$ cat config.mk
export PLATFORM = sky130hd
export DESIGN_NAME = fifo_sync_param
export DESIGN_NICKNAME = d
export VERILOG_FILES = /design/src/rtl/fifo_pkg.sv /design/src/rtl/dpram_sclk.sv /design/src/rtl/fifo_sync_param.sv
export SDC_FILE = /design/constraint.sdc
export NUM_CORES = 1
export LEC_CHECK = 0
export CORE_UTILIZATION = 43
export CTS_BUF_LIST = sky130_fd_sc_hd__clkbuf_16
export DETAILED_ROUTE_END_ITERATION = 6
export HOLD_SLACK_MARGIN = 0.05
export PLACE_DENSITY = 0.69
export SLEW_MARGIN = 20
export SYNTH_ARGS = -nofsm -noshare
export SYNTH_HDL_FRONTEND = slang
export SYNTH_SLANG_ARGS = --single-unit
export TNS_END_PERCENT = 100
$ cat constraint.sdc
create_clock -name clk -period 4 [get_ports clk]
set_input_delay 0.4 -clock clk [delete_from_list [all_inputs] [get_ports clk]]
set_output_delay 0.4 -clock clk [all_outputs]
set_load 0.02 [all_outputs]
$ cat src/rtl/fifo_pkg.sv
// Shared sizing helpers, parameter legality checks and status types for the
// parametrised synchronous FIFO and its storage.
package fifo_pkg;

    // Ceiling log2: clog2(1) = 0, clog2(8) = 3, clog2(9) = 4.
    function automatic int unsigned clog2(input int unsigned value);
        int unsigned result;
        int unsigned rem;
        result = 0;
        rem    = (value > 0) ? value - 1 : 0;
        while (rem > 0) begin
            result = result + 1;
            rem    = rem >> 1;
        end
        return result;
    endfunction

    // True when value is a non-zero power of two.
    function automatic bit is_pow2(input int unsigned value);
        return (value != 0) && ((value & (value - 1)) == 0);
    endfunction

    // Pointer width: addresses 0..DEPTH-1 and wraps naturally.
    function automatic int unsigned ptr_width(input int unsigned depth);
        return clog2(depth);
    endfunction

    // Occupancy width: must represent 0..DEPTH inclusive.
    function automatic int unsigned count_width(input int unsigned depth);
        return clog2(depth + 1);
    endfunction

    // Legal configuration: power-of-two depth of at least 2 and
    // AE_LEVEL < AF_LEVEL <= DEPTH.
    function automatic bit params_ok(input int unsigned data_width,
                                     input int unsigned depth,
                                     input int unsigned af_level,
                                     input int unsigned ae_level);
        return (data_width >= 1) && (depth >= 2) && is_pow2(depth) &&
               (af_level >= 1) && (af_level <= depth) &&
               (ae_level < af_level);
    endfunction

    // Occupancy-derived status flags, all registered together with count.
    typedef struct packed {
        logic full;
        logic empty;
        logic almost_full;
        logic almost_empty;
    } status_t;

    // Sticky error flags.
    typedef struct packed {
        logic overflow;
        logic underflow;
    } err_t;

    localparam status_t STATUS_RESET = '{
        full:         1'b0,
        empty:        1'b1,
        almost_full:  1'b0,
        almost_empty: 1'b1
    };

    localparam err_t ERR_RESET = '{overflow: 1'b0, underflow: 1'b0};

endpackage : fifo_pkg

$ cat src/rtl/dpram_sclk.sv
// Simple single-clock dual-port RAM: one write port, one read port with a
// registered read data output. A read and write to the same address in the
// same cycle returns the old contents.
module dpram_sclk
    import fifo_pkg::*;
#(
    parameter int unsigned DATA_WIDTH = 12,
    parameter int unsigned DEPTH      = 8
) (
    input  logic                        clk,
    input  logic                        reset,
    input  logic                        we,
    input  logic [clog2(DEPTH)-1:0]     waddr,
    input  logic [DATA_WIDTH-1:0]       wdata,
    input  logic                        re,
    input  logic [clog2(DEPTH)-1:0]     raddr,
    output logic [DATA_WIDTH-1:0]       rdata
);

    logic [DATA_WIDTH-1:0] mem_q [DEPTH];
    logic [DATA_WIDTH-1:0] rdata_q;

    // Storage write port.
    // NOTE: the array has no reset on purpose; resetting it would turn a RAM
    // into a flop bank, and its contents are unobservable until written.
    always_ff @(posedge clk) begin
        if (we) begin
            mem_q[waddr] <= wdata;
        end
    end

    // Registered read port; holds its value when no read is requested.
    // NOTE: non-blocking assignment here is what makes a same-address
    // read/write return the old entry; a blocking write would race it.
    always_ff @(posedge clk or posedge reset) begin
        if (reset) begin
            rdata_q <= '0;
        end else if (re) begin
            rdata_q <= mem_q[raddr];
        end
    end

    assign rdata = rdata_q;

endmodule : dpram_sclk

$ cat src/rtl/fifo_sync_param.sv
// Parametrised single-clock FIFO controller. Owns a dual-port RAM, accepts
// simultaneous push/pop, and registers occupancy, threshold flags and sticky
// error flags so that no input reaches an output combinationally.
module fifo_sync_param
    import fifo_pkg::*;
#(
    parameter int unsigned DATA_WIDTH = 12,
    parameter int unsigned DEPTH      = 8,
    parameter int unsigned AF_LEVEL   = 6,
    parameter int unsigned AE_LEVEL   = 1
) (
    input  logic                            clk,
    input  logic                            reset,
    input  logic                            push,
    input  logic [DATA_WIDTH-1:0]           data_in,
    input  logic                            pop,
    input  logic                            err_clr,
    output logic [DATA_WIDTH-1:0]           data_out,
    output logic                            valid_out,
    output logic [count_width(DEPTH)-1:0]   count,
    output logic                            full,
    output logic                            empty,
    output logic                            almost_full,
    output logic                            almost_empty,
    output logic                            overflow,
    output logic                            underflow
);

    localparam int unsigned PTR_W = ptr_width(DEPTH);
    localparam int unsigned CNT_W = count_width(DEPTH);

    localparam logic [CNT_W-1:0] DEPTH_C = CNT_W'(DEPTH);
    localparam logic [CNT_W-1:0] AF_C    = CNT_W'(AF_LEVEL);
    localparam logic [CNT_W-1:0] AE_C    = CNT_W'(AE_LEVEL);

    // Reject illegal configurations at elaboration.
    if (!params_ok(DATA_WIDTH, DEPTH, AF_LEVEL, AE_LEVEL)) begin : g_bad_params
        $error("fifo_sync_param: DEPTH must be a power of two >= 2 and AE_LEVEL < AF_LEVEL <= DEPTH");
    end

    logic [PTR_W-1:0] wr_ptr_q, wr_ptr_d;
    logic [PTR_W-1:0] rd_ptr_q, rd_ptr_d;
    logic [CNT_W-1:0] count_q,  count_d;
    status_t          status_q, status_d;
    err_t             err_q,    err_d;
    logic             valid_q,  valid_d;

    logic             push_ok;
    logic             pop_ok;

    // Acceptance is judged on the registered (pre-edge) state only. A full
    // FIFO still accepts a push when a pop frees an entry in the same cycle.
    always_comb begin
        pop_ok  = pop & ~status_q.empty;
        push_ok = push & (~status_q.full | pop_ok);
    end

    // Next pointers, occupancy and read-valid pulse.
    // NOTE: every output of this block is given a default first so that no
    // path leaves it unassigned, which would otherwise infer a latch.
    always_comb begin
        wr_ptr_d = wr_ptr_q;
        rd_ptr_d = rd_ptr_q;
        count_d  = count_q;
        valid_d  = pop_ok;

        if (push_ok) begin
            wr_ptr_d = wr_ptr_q + PTR_W'(1);
        end
        if (pop_ok) begin
            rd_ptr_d = rd_ptr_q + PTR_W'(1);
        end

        unique case ({push_ok, pop_ok})
            2'b10:   count_d = count_q + CNT_W'(1);
            2'b01:   count_d = count_q - CNT_W'(1);
            default: count_d = count_q;
        endcase
    end

    // Status flags derived from the next count so they line up with count.
    always_comb begin
        status_d              = status_q;
        status_d.full         = (count_d == DEPTH_C);
        status_d.empty        = (count_d == '0);
        status_d.almost_full  = (count_d >= AF_C);
        status_d.almost_empty = (count_d <= AE_C);
    end

    // Sticky errors: a new error in the same cycle as err_clr keeps the flag.
    always_comb begin
        err_d = err_q;
        if (err_clr) begin
            err_d = ERR_RESET;
        end
        if (push & ~push_ok) begin
            err_d.overflow = 1'b1;
        end
        if (pop & status_q.empty) begin
            err_d.underflow = 1'b1;
        end
    end

    // Controller state registers.
    always_ff @(posedge clk or posedge reset) begin
        if (reset) begin
            wr_ptr_q <= '0;
            rd_ptr_q <= '0;
            count_q  <= '0;
            status_q <= STATUS_RESET;
            err_q    <= ERR_RESET;
            valid_q  <= 1'b0;
        end else begin
            wr_ptr_q <= wr_ptr_d;
            rd_ptr_q <= rd_ptr_d;
            count_q  <= count_d;
            status_q <= status_d;
            err_q    <= err_d;
            valid_q  <= valid_d;
        end
    end

    dpram_sclk #(
        .DATA_WIDTH (DATA_WIDTH),
        .DEPTH      (DEPTH)
    ) u_ram (
        .clk   (clk),
        .reset (reset),
        .we    (push_ok),
        .waddr (wr_ptr_q),
        .wdata (data_in),
        .re    (pop_ok),
        .raddr (rd_ptr_q),
        .rdata (data_out)
    );

    assign valid_out    = valid_q;
    assign count        = count_q;
    assign full         = status_q.full;
    assign empty        = status_q.empty;
    assign almost_full  = status_q.almost_full;
    assign almost_empty = status_q.almost_empty;
    assign overflow     = err_q.overflow;
    assign underflow    = err_q.underflow;

endmodule : fifo_sync_param
-- Yosys cells after proc, flatten, opt, wreduce, memory -nomap -nowiden
Memories as Yosys holds them, arrays and structs flattened. A register that Yosys moved wholly into a read port is not among the register bits.
Cells that the tools add are included.
- word-level logic and storage cells: 37
- register bits after elaboration: 17
- output and inout port bits: 23
- memories kept: 1
- RAM bits: 96
- bits of input ports: 17
- eq/ne operators: 3
- $add $sub $neg: 4
- bitwise logic cells: 8
- multiplexer cells: 6
- magnitude comparators: 2
- reduce and logical (&&, ||, !) cells: 3
- memory list (name ; words ; width ; read ports ; clocked after memory_dff ; wr ports ; RTL line ; RTL):
    u_ram.mem_q ; 8 ; 12 ; 1 ; 1 ; 1 ; dpram_sclk.sv:20 ; logic [DATA_WIDTH-1:0] mem_q [DEPTH];
- operators with widths (cell ; count):
    4-bit case mux with 2 select lines ; 1
    3-bit by 1-bit adder with 3-bit output, second input constant ; 2
    4-bit by 1-bit adder with 4-bit output, second input constant ; 1
    1-bit bitwise AND ; 4
    4-bit == test, second input constant ; 1
    4-bit by 3-bit >= comparator with 1-bit output, second input constant ; 1
    4-bit by 1-bit less-or-equal comparator with 1-bit output, second input constant ; 1
    4-bit logical NOT ; 1
    1-bit 2-to-1 mux ; 4
    2-bit nonzero test ; 2
    4-bit by 1-bit subtractor with 4-bit output, second input constant ; 1
    1-bit inverter ; 3
    2-bit by 1-bit == test with 1-bit output, second input constant ; 1
    2-bit == test, second input constant ; 1
    2-bit 2-to-1 mux ; 1
    1-bit OR ; 1

-- Logic depth before layout (Yosys ltp)
Gate-level depths: netlist (run 1).
- word-level depth: 7
- gate-level depth with buffers: 10
- depth with buffers taken out: 10

-- Hierarchy
A second synthesis (run 1) with hierarchy kept.
- cell total of the unflattened synthesis: 326
- area total of the unflattened synthesis: 5131.2 um^2
- by module, submodules not included (module ; seq. area each (um^2) ; times used ; cells each ; area each (um^2)):
    dpram_sclk ; 3183.1 ; 1 ; 247 ; 4277.9
    fifo_sync_param ; 427.9 ; 1 ; 79 ; 853.3

-- Worst setup path before layout (run 1)
No wires, ideal clock.
- path type: register to register
- from: reg status_q, in the netlist empty
- to: reg status_q, in the netlist empty
- setup time: 0.081 ns
- arrival time: 2.868 ns
- cell stages (with the launch flop): 10
- period minus slack after synthesis: 2.950 ns
- path buffers: 1
- data required time: 3.919 ns
- slack: 1.050 ns
- cell sequence: dfstp_2 -> nand2b_1 -> clkbuf_1 -> inv_1 -> ha_1 -> xor2_1 -> ha_1 -> or3b_1 -> or4b_4 -> a211oi_2
- RTL lines (what ; RTL line ; RTL):
    from (decl) ; fifo_sync_param.sv:44 ; status_t status_q, status_d;
    from (signal assigned) ; fifo_sync_param.sv:117 ; status_q <= status_d;

==> impl_metrics.csv, run 1 <==
group,metric,value,unit
layout,final_common_cell,"edfxtp_1",
logic_synthesis,synth_top_cells_by_area,"edfxtp_1 58%, dfrtp_1 14%, mux4_2 11%",
floorplanning,ios,40,
clocking,cts_root_buffer,"clkbuf_16",
setup_path,path_class,"flip-flop to flip-flop",
floorplanning,core-area,0.0110,mm^2
power_and_ir_drop,pwr_density_cell,804,mW/mm^2
setup_path,cp.arrival,3.37,ns
layout,drive_above_1_share,0.238,
drt,drt_iter0_drc,95,
setup_path,path_max_fanout,28,
placed_design,dp_hpwl,5280,um
clocking,cts_tree,"yes",
global_route,grt_max_degree,30,
floorplanning,dieHeight,109,um
sta,rsz0062_at_grt,"false",
setup_path,end_kind,"flip-flop",
floorplanning,rows,38,
setup_path,critPathMostFrequentCell,"ha_1",
layout,area_growth,25.8,%
logic_synthesis,syn_nets,295,
flow_run,cap_violations,0,
logic_synthesis,ys_warn_count,0,
drt,vias,2587,
global_route,grt_pass1_vias,2687,
status,outcome,"finished, final reports clean",
clocking,clk_pin_slew,0.06,ns
power_and_ir_drop,peakVddDrop,0.424,mV
drt,via_per_inst,5.35,
power_and_ir_drop,power_leakage,2.21,nW
setup_path,startpoint,"empty",
layout,mostFrequentLayoutCells,"96 x edfxtp_1, 39 x clkdlybuf4s50_1, 26 x dfrtp_1",
setup_path,crit_required,4.33,ns
drt,wl,9080,um
sta,max_freq,0.329,GHz
sta,finClkSkew,0.0102,ns
setup_path,r2r_slack,0.96,ns
sta,hold_violations,0,
setup_path,crit_path_max_incr_delay,0.53,ns
setup_path,crit_end,"empty",
setup_path,reg2reg_depth,9,
setup_path,cpMaxStageDelayCell,"dfstp_2",
logic_synthesis,synth.largest_area_cell,"edfxtp_1",
layout,finalNetCount,353,
floorplanning,die_area,0.0119,mm^2
logic_synthesis,synth.avg_cell_area,18.1,um^2
placed_design,gp_congestion,0.759,
sta,max_slew.worst_pin.slew,0.854,ns
setup_path,startpoint_type,"flip-flop",
setup_path,cp_cell_sequence,"nand2b_1 > buf_4 > inv_1 > ha_1 > xor2_1 > ha_1 > or3b_1 > or4b_4 > a211oi_2",
sta,period_share,0.760,
clocking,clock_path_buffers,2,
clocking,post-cts-setup-buffer-count,0,
global_route,antenna_found_initial,0,
clocking,htree_levels,4,
clocking,clk_latency,0.40,ns
clocking,hold_buffers,0,
logic_synthesis,synth_edf_count,96,
layout,diodes,0,
sta,slew_headroom,0.431,
floorplanning,start_util,0.448,
logic_synthesis,netlist-cell-type-count,39,
floorplanning,die_w,109,um
sta,tns,0,ns
sta,min_period,3.04,ns
clocking,numCtsBuffers,17,
sta,slew_violations,0,
global_route,grt_pass1_wl,14400,um
sta,setup_viol,0,
placed_design,io_buffers,39,
clocking,cts_sinks,125,
drt,drt-wirelength-per-cell,18.8,um
logic_synthesis,ys_ff_latch,125,
setup_path,r2r_end,"empty",
global_route,grt_overflow,0,
drt,final_antenna_net_count,0,
global_route,grtUsageTotal,0.172,
logic_synthesis,postSynth.asyncResetShare,0.232,
drt,route.detailed.drc,0,
logic_synthesis,yosys.area.top_type_share,0.583,
logic_synthesis,synth_flop_cell,"edfxtp_1",
worst_hold_path,min_path_type,"input pin to asynchronous set/reset pin",
logic_synthesis,yosysSeqAreaShare,0.730,
clocking,cts-resized-gates,0,
logic_synthesis,syn_inst,273,
setup_path,r2r_start,"empty",
power_and_ir_drop,p_total,5.00,mW
drt,drt_pass1_iterations,4,
logic_synthesis,synthesis.area,0.00494,mm^2
==> registers in the layout (all words and copies together), names as in the netlist <==
register	cells
underflow	1
u_ram.rdata	12
valid_out	1
count	4
rd_ptr_q	3
almost_full	1
overflow	1
full	1
wr_ptr_q	3
empty	1
almost_empty	1
u_ram.mem_q	96
==> worst max-delay path: cells and delay by family, from the launching register on <==
kind / cells / cell delay, ns
AND/OR/NAND/NOR: 3 / 1.00
adder cells (fa/ha/maj): 2 / 0.59
flip-flops: 1 / 0.53
buffers and inverters: 2 / 0.45
AO/OA/AOI/OAI: 1 / 0.22
XOR/XNOR: 1 / 0.16
==> report_power, final <==
part | switching [mW] | internal (mW) | total (mW)
Combinational | 0.679 | 0.708 | 1.39
Sequential | 0.252 | 1.70 | 1.96
Clock | 0.553 | 1.11 | 1.66
Total | 1.48 | 3.52 | 5.00
==> metal layers <==
layer,track usage,share of wire,up-vias
met3,0.0520,0.040,9
met2,0.287,0.52,59
met4,0.0676,0.0080,0
li1,-,-,1188
met1,0.210,0.43,1331
met5,0,0,-
==> cell usage after synthesis, drive strengths merged, types with 2 or more instances <==
cell type / n
edfxtp: 96
dfrtp: 27
buf: 7
ha: 5
o21ai: 17
nor2: 5
a211oi: 2
or4b: 3
or3b: 3
a21oi: 4
inv: 6
nand3: 2
dfstp: 2
nor3: 5
xor2: 4
mux2i: 12
nand2: 22
nand2b: 5
clkbuf: 6
mux2: 2
xnor2: 4
mux4: 24
==> metrics by stage <==
stage / util / instance area, um^2 / setup WS [ns] / hold slack [ns] / cells
after floorplan: - / 4940 / 1.05 / 0.477 / 273
after global placement: 0.505 / 5570 / 0.730 / 0.468 / 452
after detailed placement: 0.505 / 5570 / 0.702 / 0.477 / 452
after CTS: 0.564 / 6220 / 0.955 / 0.379 / 484
after global routing: 0.564 / 6220 / 0.790 / 0.423 / 484
final: 0.564 / 6220 / 0.959 / 0.372 / 484
==> cell type report <==
| class | instances | area, um^2 |
|---|---|---|
| clock inverters | 15 | 220 |
| inverters | 6 | 22.5 |
| fillers | 894 | 4810 |
| multi-input cells | 129 | 1280 |
| flip-flops and latches | 125 | 3610 |
| clock buffers | 17 | 425 |
| repair buffers | 52 | 488 |
| well taps | 140 | 175 |
==> worst min-delay path by stage <==
stage	end	startpoint	slack, ns	depth (start not counted)
after global placement	u_ram.rdata[4]	u_ram.rdata[4]	0.47	2
after detailed placement	u_ram.rdata[4]	u_ram.rdata[4]	0.48	2
after floorplan	almost_full	reset	0.48	1
after CTS	count[2]	reset	0.38	3
final	u_ram.rdata[5]	reset	0.37	3
after global routing	full	reset	0.42	3
==> cells by family after synthesis <==
logic type,synth area share
buf+inv,0.0167
xor+xnor,0.0142
compound gates,0.0354
mux,0.138
fa+ha+maj,0.0127
simple gates,0.0524
flops,0.730
Note: power is estimated with default switching activity, not from simulation.
==> inputs of run 2 (changes only) <==
--- a/config.mk
+++ b/config.mk
@@ -9,7 +9,7 @@
 export CTS_BUF_LIST = sky130_fd_sc_hd__clkbuf_16
 export DETAILED_ROUTE_END_ITERATION = 6
 export HOLD_SLACK_MARGIN = 0.05
-export PLACE_DENSITY = 0.69
+export PLACE_DENSITY = 0.71
 export SLEW_MARGIN = 20
 export SYNTH_ARGS = -nofsm -noshare
 export SYNTH_HDL_FRONTEND = slang
==> constraint.sdc (replaced) <==
create_clock -name clk -period 2.5 [get_ports clk]
set_input_delay 0.25 -clock clk [delete_from_list [all_inputs] [get_ports clk]]
set_output_delay 0.25 -clock clk [all_outputs]
set_load 0.02 [all_outputs]
==> run 2 against run 1 <==
  * The run now ends with setup timing left
  * Clock-buffer cell count unchanged
  * Largest power group unchanged
  * Non-clock buffer count increased by 17
  * Sequential cell count stayed put
  * Worst setup slack got worse by 1.0 ns
  * Via count is 2.4% higher
  * Critical path depth stayed put
==> impl_metrics.csv, run 2 (synthesized netlist as in run 1, its figures left out) <==
group,metric,value,unit
layout,mostFrequentLayoutCells,"96 x edfxtp_1, 39 x clkdlybuf4s50_1, 29 x buf_4",
setup_path,end_kind,"flip-flop",
sta,max_slew.worst_pin.slew,0.882,ns
floorplanning,dieHeight,109,um
clocking,cts_sinks,125,
global_route,grt_overflow,0,
clocking,cts_root_buffer,"clkbuf_16",
global_route,grt_pass1_vias,2687,
floorplanning,start_util,0.448,
clocking,cts_tree,"yes",
layout,stdcell_count,501,
clocking,clock_path_buffers,2,
placed_design,post_dp_cell_area,0.00571,mm^2
setup_path,cp_cell_sequence,"nand2b_4 > buf_8 > inv_6 > ha_4 > xor2_1 > ha_1 > or3b_4 > or4b_4 > a211oi_2",
layout,final_common_cell,"edfxtp_1",
setup_path,path_class,"flip-flop to flip-flop",
floorplanning,die_w,109,um
sta,tns,-0.141,ns
layout,largest_register,"u_ram.mem_q",
global_route,grt_max_degree,30,
layout,finalNetCount,370,
power_and_ir_drop,cell_internal_pwr,5.62,mW
power_and_ir_drop,seqPwrFrac,0.376,
drt,drt-wirelength-per-cell,19.0,um
drt,route.detailed.drc,0,
status,violations,"setup timing",
global_route,grt_pass1_wl,15000,um
sta,finClkSkew,0.0183,ns
power_and_ir_drop,share_clk_of_total_power,0.303,
power_and_ir_drop,peakVddDrop,0.762,mV
clocking,clk_pin_slew,0.06,ns
global_route,grtUsageTotal,0.181,
floorplanning,die_area,0.0119,mm^2
sta,setup_viol,3,
power_and_ir_drop,power_leakage,2.30,nW
worst_hold_path,min_path_type,"input pin to asynchronous set/reset pin",
setup_path,crit_path_max_incr_delay,0.53,ns
placed_design,gp_congestion,0.740,
power_and_ir_drop,p_switching,2.48,mW
floorplanning,core-area,0.0110,mm^2
placed_design,placedCellCount,466,
setup_path,reg2reg_depth,9,
flow_run,cap_violations,0,
placed_design,io_buffers,39,
sta,slew_violations,0,
status,outcome,"finished with violations",
sta,period_share,1.03,
clocking,clk_latency,0.41,ns
layout,fin_area,0.00636,mm^2
drt,wl,9520,um
sta,min_period,2.58,ns
sta,finalWorstSetupSlack,-0.0819,ns
drt,drt_pass1_iterations,4,
drt,vias,2650,
setup_path,startpoint_type,"flip-flop",
setup_path,cp.arrival,2.91,ns
drt,final_antenna_net_count,0,
global_route,antenna_found_initial,0,
setup_path,cpMaxStageDelayCell,"dfstp_2",
sta,max_freq,0.387,GHz
layout,drive_above_1_share,0.291,
drt,via_per_inst,5.29,
placed_design,dp_hpwl,5660,um
clocking,htree_levels,4,
layout,diodes,0,
layout,final_util,0.577,
setup_path,path_max_fanout,3,
layout,area_growth,28.7,%
drt,drt_iter0_drc,96,
power_and_ir_drop,p_sw_frac,0.307,
sta,hold_violations,0,
floorplanning,ios,40,
sta,rsz0062_at_grt,"true",
clocking,numCtsBuffers,17,
sta,slew_headroom,0.412,
floorplanning,rows,38,
setup_path,crit_required,2.82,ns
layout,largest_register_ffs,96,
power_and_ir_drop,combPwrFrac,0.321,
power_and_ir_drop,pwr_density_cell,1270,mW/mm^2
-- run 2: cell count changes in the layout (fill, tap and decap cells not counted), sizes merged --
cell / change
buf: +17
bufinv: -2
inv: +2
clkinv: +1
clkinvlp: -1
-- run 2: worst paths after layout --
kind,startpoint,to,slack (ns)
worst min register to register,u_ram.rdata[1],u_ram.rdata[1],0.48
min in group clk,err_clr,overflow,0.45
worst min-delay path,reset,u_ram.rdata[2],0.24
worst max-delay path,empty,empty,-0.08
worst max register to register,empty,empty,-0.08
max in group asynchronous,reset,almost_empty,1.92
-- run 2: through the flow --
step                hold slack, ns  power, mW  worst slack (ns)
floorplan                    0.327       4.62            -0.171
global placement             0.471       5.52            -0.344
detailed placement           0.479       5.59            -0.384
CTS                          0.252       8.11           -0.0330
global route                 0.310       8.50            -0.154
finish                       0.239       8.10           -0.0819
-- run 2: final cells by class --
| type | count | area [um^2] |
|---|---|---|
| inverters | 6 | 27.5 |
| fillers | 836 | 4670 |
| clock inverters | 15 | 174 |
| multi-input cells | 129 | 1330 |
| clock buffers | 17 | 425 |
| flip-flops and latches | 125 | 3610 |
| repair buffers | 69 | 623 |
| well taps | 140 | 175 |
-- run 2: critical path: cells and delay by family (launching register included) --
kind            cells  cell delay, ns
compound gates      1            0.19
xor+xnor            1            0.14
fa+ha+maj           2            0.46
buf+inv             2            0.14
flops               1            0.53
simple gates        3            1.04
-- run 2: power groups by stage --
stage	clock, mW	combinational, mW	sequential, mW
CTS	2.49	2.57	3.05
detailed placement	0	2.51	3.08
finish	2.45	2.60	3.05
global placement	0	2.46	3.05
global route	2.58	2.82	3.10
floorplan	0	1.47	3.15
-- run 2: what timing repair did --
action                     4_1_cts  5_1_grt
setup endpoints to repair        3        3
resized for setup                2        6
gates cloned                     0        0
pin swaps                        2        2
buffers inserted                 2        1
hold buffers                     0        0
-- run 2: routing by layer --
layer / up-vias / routed length [um] / track usage
met5: - / 0 / 0
met4: 0 / 133 / 0.0743
met3: 12 / 394 / 0.0502
met2: 73 / 4950 / 0.305
met1: 1348 / 4040 / 0.220
li1: 1217 / - / -
==> inputs of run 3 (changes only) <==
--- a/config.mk
+++ b/config.mk
@@ -8,6 +8,7 @@
 export CORE_UTILIZATION = 43
 export CTS_BUF_LIST = sky130_fd_sc_hd__clkbuf_16
 export DETAILED_ROUTE_END_ITERATION = 6
+export GPL_TIMING_DRIVEN = 0
 export HOLD_SLACK_MARGIN = 0.05
 export PLACE_DENSITY = 0.71
 export SLEW_MARGIN = 20
==> run 3 against run 2 <==
  * Die area unchanged
  * The flow still finishes with violations (setup timing)
  * First-iteration DRC count is 89% higher
  * Non-clock buffer count unchanged
  * Wire length increased by 7.4%
  * Clock skew shrank 0.011 ns
  * Largest cell class unchanged
  * Clock power is 6% higher
==> impl_metrics.csv, run 3 (synthesized netlist as in run 1, its figures left out) <==
group,metric,value,unit
layout,largest_register,"u_ram.mem_q",
setup_path,end_kind,"flip-flop",
layout,largest_register_ffs,96,
layout,finalNetCount,370,
global_route,grt_max_degree,30,
setup_path,startpoint_type,"flip-flop",
worst_hold_path,min_path_type,"input pin to asynchronous set/reset pin",
global_route,grt_overflow,0,
placed_design,placedCellCount,460,
clocking,clk_latency,0.41,ns
power_and_ir_drop,power_leakage,2.28,nW
drt,top_layer,"met4",
clocking,cts_root_buffer,"clkbuf_16",
sta,hold_violations,0,
floorplanning,dieHeight,109,um
floorplanning,core-area,0.0110,mm^2
layout,diodes,0,
drt,wl_met2,5130,um
drt,vias,2741,
layout,drive_above_1_share,0.285,
sta,finClkSkew,0.00721,ns
global_route,grtUsageTotal,0.197,
sta,finalWorstSetupSlack,-0.154,ns
global_route,antenna_found_initial,0,
power_and_ir_drop,share_clk_of_total_power,0.314,
layout,stdcell_count,501,
placed_design,gp_congestion,0.743,
power_and_ir_drop,cell_internal_pwr,5.71,mW
power_and_ir_drop,combPwrFrac,0.327,
flow_run,cap_violations,0,
sta,min_period,2.65,ns
floorplanning,die_w,109,um
global_route,grt_pass1_wl,16100,um
sta,max_slew.worst_pin.slew,0.880,ns
floorplanning,start_util,0.448,
drt,route.detailed.drc,0,
power_and_ir_drop,p_switching,2.59,mW
sta,slew_headroom,0.413,
setup_path,reg2reg_depth,9,
placed_design,io_buffers,39,
power_and_ir_drop,seqPwrFrac,0.360,
placed_design,dp_hpwl,6370,um
layout,fill_cells,847,
floorplanning,rows,38,
setup_path,crit_required,2.83,ns
setup_path,path_class,"flip-flop to flip-flop",
drt,met1Wirelength,4290,um
layout,final_common_cell,"edfxtp_1",
drt,via_per_inst,5.47,
layout,area_growth,29.6,%
status,violations,"setup timing",
clocking,numCtsBuffers,17,
floorplanning,ios,40,
drt,drt_iter0_drc,181,
sta,period_share,1.06,
setup_path,path_max_fanout,5,
global_route,grt_pass1_vias,2893,
sta,rsz0062_at_grt,"true",
sta,setup_viol,3,
sta,max_freq,0.377,GHz
clocking,htree_levels,4,
setup_path,cp.arrival,2.98,ns
status,outcome,"finished with violations",
drt,final_antenna_net_count,0,
clocking,cts_sinks,125,
drt,wl,10200,um
drt,wl_met3,685,um
power_and_ir_drop,peakVddDrop,0.870,mV
drt,drt-wirelength-per-cell,20.4,um
clocking,clock_path_buffers,2,
drt,drt_pass1_iterations,4,
clocking,clk_pin_slew,0.06,ns
layout,mostFrequentLayoutCells,"96 x edfxtp_1, 39 x clkdlybuf4s50_1, 27 x dfrtp_1",
sta,slew_violations,0,
power_and_ir_drop,pwr_density_cell,1300,mW/mm^2
clocking,cts_tree,"yes",
sta,tns,-0.280,ns
floorplanning,die_area,0.0119,mm^2
power_and_ir_drop,p_sw_frac,0.312,
[run 3: changes by cell type in the layout (fill, tap and decap cells not counted), sizes merged]
cell and delta:
bufinv +1, buf -6, clkinv -1, clkbuf +6, inv -1, clkinvlp +1
[run 3: layout make-up]
type | count | area [um^2] | share of cell area
Buffer | 13 | 82.6 | 0.0129
Inverter | 6 | 35.0 | 0.00547
Tap cell | 140 | 175 | 0.0273
Sequential cell | 125 | 3610 | 0.564
Clock buffer | 17 | 425 | 0.0664
Clock inverter | 15 | 206 | 0.0322
Multi-Input combinational cell | 129 | 1340 | 0.208
Timing Repair Buffer | 56 | 537 | 0.0838
[run 3: per-layer routing]
| layer | up-vias | global-route usage |
|---|---|---|
| li1 | 1218 | - |
| met1 | 1414 | 0.264 |
| met2 | 97 | 0.298 |
| met3 | 12 | 0.0604 |
| met4 | 0 | 0.0857 |
| met5 | - | 0 |
[run 3: path summary, 6_finish.rpt]
path,from,endpoint,slack [ns]
min in group clk,err_clr,underflow,0.45
worst max register to register,empty,empty,-0.15
max in group asynchronous,reset,rd_ptr_q[0],1.81
worst min register to register,u_ram.rdata[5],u_ram.rdata[5],0.49
worst min-delay path,reset,u_ram.rdata[3],0.25
worst max-delay path,empty,empty,-0.15
[run 3: what timing repair did]
item,4_1_cts,5_1_grt
hold buffers,0,0
buffers inserted,6,3
gates resized for setup,5,5
endpoints found under the hold margin,0,0
pin swaps,5,3
setup endpoints to repair,3,3
[run 3: critical path, cell delays in order, from the launching register on]
cell and delay, ns:
dfstp_2 0.37, nand2b_4 0.15, a21boi_4 0.21, clkinv_4 0.10, ha_4 0.17, xor2_1 0.13
ha_1 0.31, or3b_4 0.39, or4b_4 0.53, a211oi_2 0.21
[run 3: per-stage QoR]
step                      hold slack (ns)  instance area (um^2)  power (mW)  setup WS, ns  utilization
final                               0.251                  6410        8.30        -0.154        0.581
after global placement              0.475                  5550        5.42         -1.05        0.504
after global routing                0.319                  6410        8.71        -0.264        0.581
after floorplan                     0.327                  4990        4.62        -0.171            -
after detailed placement            0.488                  5670        5.59        -0.716        0.514
after CTS                           0.278                  6370        8.31        -0.176        0.578
[run 3: power groups by stage]
stage,registers [mW],logic (mW),clock network (mW)
final,2.99,2.71,2.60
after global routing,3.03,2.95,2.74
after CTS,2.99,2.68,2.64
after detailed placement,3.02,2.57,0
after global placement,2.99,2.43,0
after floorplan,3.15,1.47,0
